**config.mk**
```make
export PLATFORM = sky130hd
export DESIGN_NAME = nf10_axis_dma_upsizer
export DESIGN_NICKNAME = d
export VERILOG_FILES = /design/src/rtl/nf10_axis_pkg.sv /design/src/rtl/nf10_axis_out_reg.sv /design/src/rtl/nf10_axis_dma_upsizer.sv
export SDC_FILE = /design/constraint.sdc
export NUM_CORES = 2
export LEC_CHECK = 0
export BUFFER_PORTS_ARGS = -buffer_cell sky130_fd_sc_hd__buf_2
export CAP_MARGIN = 20
export CORE_MARGIN = 3
export CORE_UTILIZATION = 50
export DETAILED_ROUTE_END_ITERATION = 10
export PLACE_DENSITY = 0.73
export SLEW_MARGIN = 30
export SYNTH_ARGS = -nofsm -noshare
export SYNTH_HDL_FRONTEND = slang
export SYNTH_SLANG_ARGS = --single-unit
```
**constraint.sdc**
```tcl
create_clock -name aclk -period 5.8 [get_ports aclk]
set_input_delay 0.29 -clock aclk [delete_from_list [all_inputs] [get_ports aclk]]
set_output_delay 0.29 -clock aclk [all_outputs]
set_load 0.05 [all_outputs]
```
**src/rtl/nf10_axis_pkg.sv**
```systemverilog
// nf10_axis_pkg: shared widths and lane helpers for the nf10 AXI-Stream upsizer
package nf10_axis_pkg;
   localparam int S_AXIS_DATA_W  = 64;
   localparam int M_AXIS_DATA_W  = 256;
   localparam int S_AXIS_TUSER_W = 128;

   function automatic int ratio(input int s_w, input int m_w);
      return m_w / s_w;
   endfunction

   function automatic int idx_w(input int r);
      return (r > 1) ? $clog2(r) : 1;
   endfunction

   function automatic int lane_lo(input int idx, input int lane_w);
      return idx * lane_w;
   endfunction
endpackage

```
**src/rtl/nf10_axis_out_reg.sv**
```systemverilog
// nf10_axis_out_reg: output beat register that holds its contents until the sink accepts
module nf10_axis_out_reg #(
   parameter int DATA_W = 256,
   parameter int USER_W = 128
)(
   input  logic                aclk,
   input  logic                aresetn,
   input  logic                load,
   input  logic [DATA_W-1:0]   in_data,
   input  logic [DATA_W/8-1:0] in_strb,
   input  logic [USER_W-1:0]   in_user,
   input  logic                in_last,
   output logic [DATA_W-1:0]   m_axis_tdata,
   output logic [DATA_W/8-1:0] m_axis_tstrb,
   output logic [USER_W-1:0]   m_axis_tuser,
   output logic                m_axis_tvalid,
   input  logic                m_axis_tready,
   output logic                m_axis_tlast
);
   always_ff @(posedge aclk or negedge aresetn)
      if (!aresetn) begin
         m_axis_tdata  <= '0;
         m_axis_tstrb  <= '0;
         m_axis_tuser  <= '0;
         m_axis_tlast  <= 1'b0;
         m_axis_tvalid <= 1'b0;
      end else if (load) begin
         m_axis_tdata  <= in_data;
         m_axis_tstrb  <= in_strb;
         m_axis_tuser  <= in_user;
         m_axis_tlast  <= in_last;
         m_axis_tvalid <= 1'b1;
      end else if (m_axis_tready)
         m_axis_tvalid <= 1'b0;
endmodule

```
**src/rtl/nf10_axis_dma_upsizer.sv**
```systemverilog
// nf10_axis_dma_upsizer: packs narrow AXI-Stream beats into wide beats, flushing short tails on tlast
module nf10_axis_dma_upsizer
   import nf10_axis_pkg::*;
#(
   parameter int C_S_AXIS_DATA_WIDTH  = S_AXIS_DATA_W,
   parameter int C_M_AXIS_DATA_WIDTH  = M_AXIS_DATA_W,
   parameter int C_S_AXIS_TUSER_WIDTH = S_AXIS_TUSER_W
)(
   input  logic                             aclk,
   input  logic                             aresetn,
   input  logic [C_S_AXIS_DATA_WIDTH-1:0]   s_axis_tdata,
   input  logic [C_S_AXIS_DATA_WIDTH/8-1:0] s_axis_tstrb,
   input  logic [C_S_AXIS_TUSER_WIDTH-1:0]  s_axis_tuser,
   input  logic                             s_axis_tvalid,
   output logic                             s_axis_tready,
   input  logic                             s_axis_tlast,
   output logic [C_M_AXIS_DATA_WIDTH-1:0]   m_axis_tdata,
   output logic [C_M_AXIS_DATA_WIDTH/8-1:0] m_axis_tstrb,
   output logic [C_S_AXIS_TUSER_WIDTH-1:0]  m_axis_tuser,
   output logic                             m_axis_tvalid,
   input  logic                             m_axis_tready,
   output logic                             m_axis_tlast,
   output logic [31:0]                      pkt_count
);
   localparam int RATIO = ratio(C_S_AXIS_DATA_WIDTH, C_M_AXIS_DATA_WIDTH);
   localparam int IDX_W = idx_w(RATIO);
   localparam int SB    = C_S_AXIS_DATA_WIDTH / 8;

   logic [IDX_W-1:0]                 idx;
   logic                             sop;
   logic [C_M_AXIS_DATA_WIDTH-1:0]   acc_data, nxt_data;
   logic [C_M_AXIS_DATA_WIDTH/8-1:0] acc_strb, nxt_strb;
   logic [C_S_AXIS_TUSER_WIDTH-1:0]  acc_user, nxt_user;
   logic                             accept, complete;

   assign s_axis_tready = !m_axis_tvalid || m_axis_tready;
   assign accept        = s_axis_tvalid && s_axis_tready;
   assign complete      = accept && (idx == IDX_W'(RATIO - 1) || s_axis_tlast);

   // Accumulator view including the beat being accepted, so a completing beat loads in one step
   always_comb begin
      nxt_data = acc_data;
      nxt_strb = acc_strb;
      nxt_data[lane_lo(int'(idx), C_S_AXIS_DATA_WIDTH) +: C_S_AXIS_DATA_WIDTH] = s_axis_tdata;
      nxt_strb[lane_lo(int'(idx), SB) +: SB] = s_axis_tstrb;
      nxt_user = sop ? s_axis_tuser : acc_user;
   end

   // tuser survives a mid-packet flush so every output beat of the packet repeats it
   always_ff @(posedge aclk or negedge aresetn)
      if (!aresetn) begin
         idx      <= '0;
         sop      <= 1'b1;
         acc_data <= '0;
         acc_strb <= '0;
         acc_user <= '0;
      end else if (accept) begin
         idx      <= complete ? '0 : idx + IDX_W'(1);
         sop      <= complete && s_axis_tlast;
         acc_data <= complete ? '0 : nxt_data;
         acc_strb <= complete ? '0 : nxt_strb;
         acc_user <= nxt_user;
      end

   always_ff @(posedge aclk or negedge aresetn)
      if (!aresetn)
         pkt_count <= '0;
      else if (m_axis_tvalid && m_axis_tready && m_axis_tlast)
         pkt_count <= pkt_count + 32'd1;

   nf10_axis_out_reg #(
      .DATA_W(C_M_AXIS_DATA_WIDTH),
      .USER_W(C_S_AXIS_TUSER_WIDTH)
   ) u_out_reg (
      .aclk         (aclk),
      .aresetn      (aresetn),
      .load         (complete),
      .in_data      (nxt_data),
      .in_strb      (nxt_strb),
      .in_user      (nxt_user),
      .in_last      (s_axis_tlast),
      .m_axis_tdata (m_axis_tdata),
      .m_axis_tstrb (m_axis_tstrb),
      .m_axis_tuser (m_axis_tuser),
      .m_axis_tvalid(m_axis_tvalid),
      .m_axis_tready(m_axis_tready),
      .m_axis_tlast (m_axis_tlast)
   );
endmodule
```
[After elaboration in Yosys (flattened, before gate mapping)]
Index checks and enable logic that the tools add are counted.
W data, S select, Z words.
Storage, ports and cells
  logic and storage cells: 37
  output and inout port bits: 451
  ROM bits: 0
  input port bits: 205
  flip-flop bits (word level): 869
  memories kept: 0
  bits in latches: 0
  bits in writable memories: 0
Cells by class
  shift-type cells: 4
  div/mod/pow operators: 0
  multiply operators: 0
  add/sub/neg operators: 4
  equal/unequal tests: 1
  magnitude comparators: 0
  reduce and logical (&&, ||, !) cells: 9
  multiplexer cells: 8
  bitwise logic cells: 0
Operator list (number)
  $bwmux W256: 1
  $mux W256: 1
  $shift A64 B33 Y256 const A: 1
  $shiftx A64 B33 Y256: 1
  $mux W128: 1
  $neg A5 Y33: 1
  $neg A8 Y33: 1
  $shift A8 B33 Y32 const A: 1
  $shiftx A8 B33 Y32: 1
  $add A32 B1 Y32 const B: 1
  $bwmux W32: 1
  $mux W32: 1
  $logic_and A1 B1 Y1: 5
  $add A2 B1 Y2 const B: 1
  $eq A2 B2 Y1 const B: 1
  $logic_or A1 B1 Y1: 2
  $mux W1: 2
  $mux W2: 1
  $reduce_bool A2 Y1: 1
  $logic_not A1 Y1: 1

[Depth between registers and ports, before layout]
  depth in word-level cells: 5
  gate-level depth with buffers: 11
  gate-level depth less buffers: 7

[Hierarchy]
Synthesis repeated with hierarchy kept, for this count alone.
Unflattened totals
  cell total of the unflattened synthesis: 3038
  area total of the unflattened synthesis: 38021.5 um^2
Modules (own cells, without submodules)
  nf10_axis_dma_upsizer: sequential area each 11287.1 um^2, cells an instance 2155, times used 1, area each 22596.7 um^2
  nf10_axis_out_reg: sequential area each 10460.0 um^2, cells an instance 883, times used 1, area each 15424.8 um^2

[Worst setup path after synthesis]
Ideal clock, no wire load.
  path kind: reg-to-reg
  start point: register u_out_reg.m_axis_tvalid
  end point: register acc_user[107]
  required time: 5.675 ns
  path slack: 3.546 ns
  period minus slack after synthesis: 2.254 ns
  setup time: 0.125 ns
  cell stages (with the launch flop): 8
  path buffers: 3
  arrival time: 2.129 ns
  path through: dfrtp_1 -> nand2b_2 -> and2_4 -> buf_6 -> nand2_1 -> buf_2 -> buf_4 -> mux2_2
On the way
  word-level cells in the longest chain between the ends: 3
RTL lines
  start, declared: line nf10_axis_out_reg.sv:16  | output logic m_axis_tvalid,
  start signal, assigned: line nf10_axis_out_reg.sv:26  | m_axis_tvalid <= 1'b0;
  start signal, assigned: line nf10_axis_out_reg.sv:32  | m_axis_tvalid <= 1'b1;
  start signal, assigned: line nf10_axis_out_reg.sv:34  | m_axis_tvalid <= 1'b0;
  $logic_not A1 Y1: line nf10_axis_dma_upsizer.sv:36  | assign s_axis_tready = !m_axis_tvalid || m_axis_tready;
  $logic_or A1 B1 Y1: line nf10_axis_dma_upsizer.sv:36
  named net s_axis_tready: line nf10_axis_dma_upsizer.sv:15  | output logic s_axis_tready,
  $logic_and A1 B1 Y1: line nf10_axis_dma_upsizer.sv:37  | assign accept = s_axis_tvalid && s_axis_tready;
  end signal, assigned: line nf10_axis_dma_upsizer.sv:62  | acc_user <= nxt_user;
  end, declared: line nf10_axis_dma_upsizer.sv:33  | logic [C_S_AXIS_TUSER_WIDTH-1:0] acc_user, nxt_user;
The timed path passes the listed nets, and every way through them passes these cells.
A chain may end at the register's enable or synchronous reset.

[Final worst setup path]
  start point: register idx[0]
  end point: register acc_data[201]
On the way
  word-level cells in the longest chain between the ends: 4
  elaborated cells between the ends (all ways): 8
  those cells by class: add/sub (1); eq/ne (1); shift (2); mux (2); reduce/logical (2)
RTL lines
  start, declared: line nf10_axis_dma_upsizer.sv:29  | logic [IDX_W-1:0] idx;
  start signal, assigned: line nf10_axis_dma_upsizer.sv:58  | idx <= complete ? '0 : idx + IDX_W'(1);
  $neg A8 Y33 / $eq A2 B2 Y1 (equally long branches): line nf10_axis_dma_upsizer.sv:44, nf10_axis_dma_upsizer.sv:38
  $shiftx A64 B33 Y256 (tied with other cells): line nf10_axis_dma_upsizer.sv:44  | nxt_data[lane_lo(int'(idx), C_S_AXIS_DATA_WIDTH) +: C_S_AXIS_DATA_WIDTH] = s_axis_tdata;
  $bwmux W256 / $logic_and A1 B1 Y1 (equally long branches): line nf10_axis_dma_upsizer.sv:44, nf10_axis_dma_upsizer.sv:38
  $mux W256 *: line nf10_axis_dma_upsizer.sv:60  | acc_data <= complete ? '0 : nxt_data;
  end signal, assigned: line nf10_axis_dma_upsizer.sv:60
  end, declared: line nf10_axis_dma_upsizer.sv:31  | logic [C_M_AXIS_DATA_WIDTH-1:0] acc_data, nxt_data;
Every way passes the cells marked *; elsewhere a longest branch is shown, timed or not.

==> results.cfg <==
[synthesis]
syn_inst = 3068
synth_commonest_cells = 868 x dfrtp_1, 653 x nor2_1, 284 x a221oi_1
synth_nets = 3279
synth-seq-cells = 869
synthDistinctLibCells = 39
ys.flop_type = dfrtp_1
synth_most_common_cell = dfrtp_1
syn_area_per_cell_um2 = 11.5
synthTopCellsByArea = dfrtp_1 61%, a221oi_1 7.0%, nor2_1 6.9%, a22o_1 5.3%, mux2_2 4.1%
synth_area_um2 = 35400
yosysTopAreaCellShare_pct = 61.3
synth_edf_count = 0
async_flop_share_pct = 100
yosys_warnings = 0
ys_seq_area_share_pct = 61.4
yosys.area.top_type = dfrtp_1

[clock_tree]
cts_root_buf = clkbuf_16
cts_buffers = 93
clk_pin_slew_ns = 0.06
clkSinkCount = 869
max-clock-path-buffers = 3
clk_latency_ns = 0.64
cts_tree = built
post-cts-setup-buffers = 0
htreeDepth = 3

[detailed_routing]
first_pass_iters = 5
totalWireLength_mm = 110
vias = 27700
dr.first_iter.drc_count = 2390
drc = 0
postRouteAntennaNets = 0
post_drt_via_cell_ratio = 5.89
wl_per_cell_um = 23.3

[power]
total_power_mw = 20.1
p_leak_nw = 20.9
ir_drop_mv = 0.322
cellPowerDensity_nw_per_um2 = 463

[critical_path]
critPathRequiredTime_ns = 6.36
arrival_ns = 4.22
worstPathMaxFanout = 71
worstSetupEndpointType = register
cp-start-kind = register
crit_type = register to register

[floorplan]
die_area_um2 = 74100
fp-row-count = 96
dieHeight_um = 272
fp.dieW_um = 272
io_pins = 656
start_util_pct = 51.0
core_um2 = 69400

[timing]
worstMarginPinSlew_ns = 1.06
rsz0062_at_grt = false
slew_headroom_pct = 29.2
slew_violations = 0
setup_viol = 0
timing.final.hold_violations = 0
post-route-period-util_pct = 63.1
period_minus_slack_ns = 3.66
fin_worst_skew_ns = 0.0233
tns_ns = 0
fmax_mhz = 273

[finish]
area_delta_synth_final_pct = 22.4
fin_nets = 3905
drive_above_1_share_pct = 26.4

[placement]
io_buffer_count = 655
gp_congestion = 0.840
dp.final_hpwl_mm = 66.9

[global_route]
grt_use_total_pct = 29.1
antenna_found_initial = 12
grt_pass1_vias = 27700
grt_max_degree = 254
overflow = 0
grt_pass1_wl_mm = 169

[status]
status = finished, final reports clean

[worst_hold_path]
hold_path.class = primary input to register

[job]
cap_viol_max_count = 0
-- critical path, stage by stage (launching register included) --
cell and delay (ns):
dfrtp_1 0.64, inv_2 0.12, ha_1 0.40, and2b_1 0.26, and3_4 0.87, and2_4 0.90, a21oi_1 0.20, nor2_1 0.13
-- sequential cells by signal, summed over array words and instances (netlist names) --
register / flops
acc_data: 256
acc_strb: 32
acc_user: 128
idx: 2
pkt_count: 32
sop: 1
u_out_reg.m_axis_tdata: 256
u_out_reg.m_axis_tlast: 1
u_out_reg.m_axis_tstrb: 32
u_out_reg.m_axis_tuser: 128
u_out_reg.m_axis_tvalid: 1
-- stage by stage --
step	setup WS [ns]	std cells	utilization (%)	cell area, um2	hold slack (ns)
after floorplan	3.55	3068	-	35400	-0.00559
after global placement	2.31	4370	55.6	38600	0.405
after detailed placement	2.17	4371	55.7	38600	0.411
after CTS	2.13	4696	62.3	43200	0.00162
after global routing	1.92	4704	62.4	43300	0.0254
final	2.14	4707	62.4	43400	0.0318
-- timing repair --
| action | CTS | global route |
|---|---|---|
| resized for setup | 0 | 0 |
| hold buffers | 156 | 0 |
| hold endpoints to repair | 415 | 0 |
-- path summary, 6_finish.rpt --
check | from | endpoint | slack, ns | depth (start not counted)
worst max-delay path | idx[0] | acc_data[201] | 2.14 | 7
worst min-delay path | s_axis_tstrb[6] | acc_strb[22] | 0.03 | 2
worst max register to register | idx[0] | acc_data[201] | 2.14 | 7
worst min register to register | pkt_count[31] | pkt_count[31] | 0.47 | 1
max in group asynchronous | aresetn | u_out_reg.m_axis_tdata[92] | 3.97 | 4
min in group asynchronous | aresetn | u_out_reg.m_axis_tdata[2] | 0.26 | 2
-- cells by family after synthesis --
family | Yosys count | share of synthesized area (%)
mux | 256 | 7.69
fa+ha+maj | 6 | 0.212
xor+xnor | 31 | 0.767
simple gates | 872 | 9.76
compound gates | 712 | 15.4
flops | 869 | 61.4
buf+inv | 322 | 4.81
-- report_power, final --
| part | internal, mW | switching, mW |
|---|---|---|
| clock | 3.43 | 2.49 |
| sequential | 7.17 | 0.709 |
| combinational | 1.52 | 4.75 |
-- cell type report --
type,count,area [um2]
antenna,8,20.0
tap,931,1160
inverter,9,36.3
clock buffer,132,2670
multi-input combinational,1877,12100
sequential,869,21800
timing repair buffer,844,5280
clock inverter,37,373
fill,5446,26100
-- metal layers --
metal,routed length (um),GRT usage (%),vias to the layer above,share of wire [%]
met3,9660,7.52,254,8.8
met4,4230,11.0,10,3.9
met1,43300,38.3,14000,39
met2,52500,46.6,1280,48
li1,-,-,12200,-
met5,72,0,-,0.066
-- layout by cell type, fill, tap and decap left out, types with 22 or more instances in the layout --
| cell type | count |
|---|---|
| nor2_1 | 651 |
| mux2_2 | 128 |
| o21ai_0 | 135 |
| mux2i_1 | 128 |
| nand2_1 | 156 |
| buf_2 | 654 |
| clkbuf_16 | 94 |
| dlygate4sd3_1 | 156 |
| dfrtp_1 | 868 |
| xnor2_1 | 22 |
| a21oi_1 | 74 |
| a221oi_1 | 284 |
| a22o_1 | 214 |
Power figures use the tool's default switching activity.
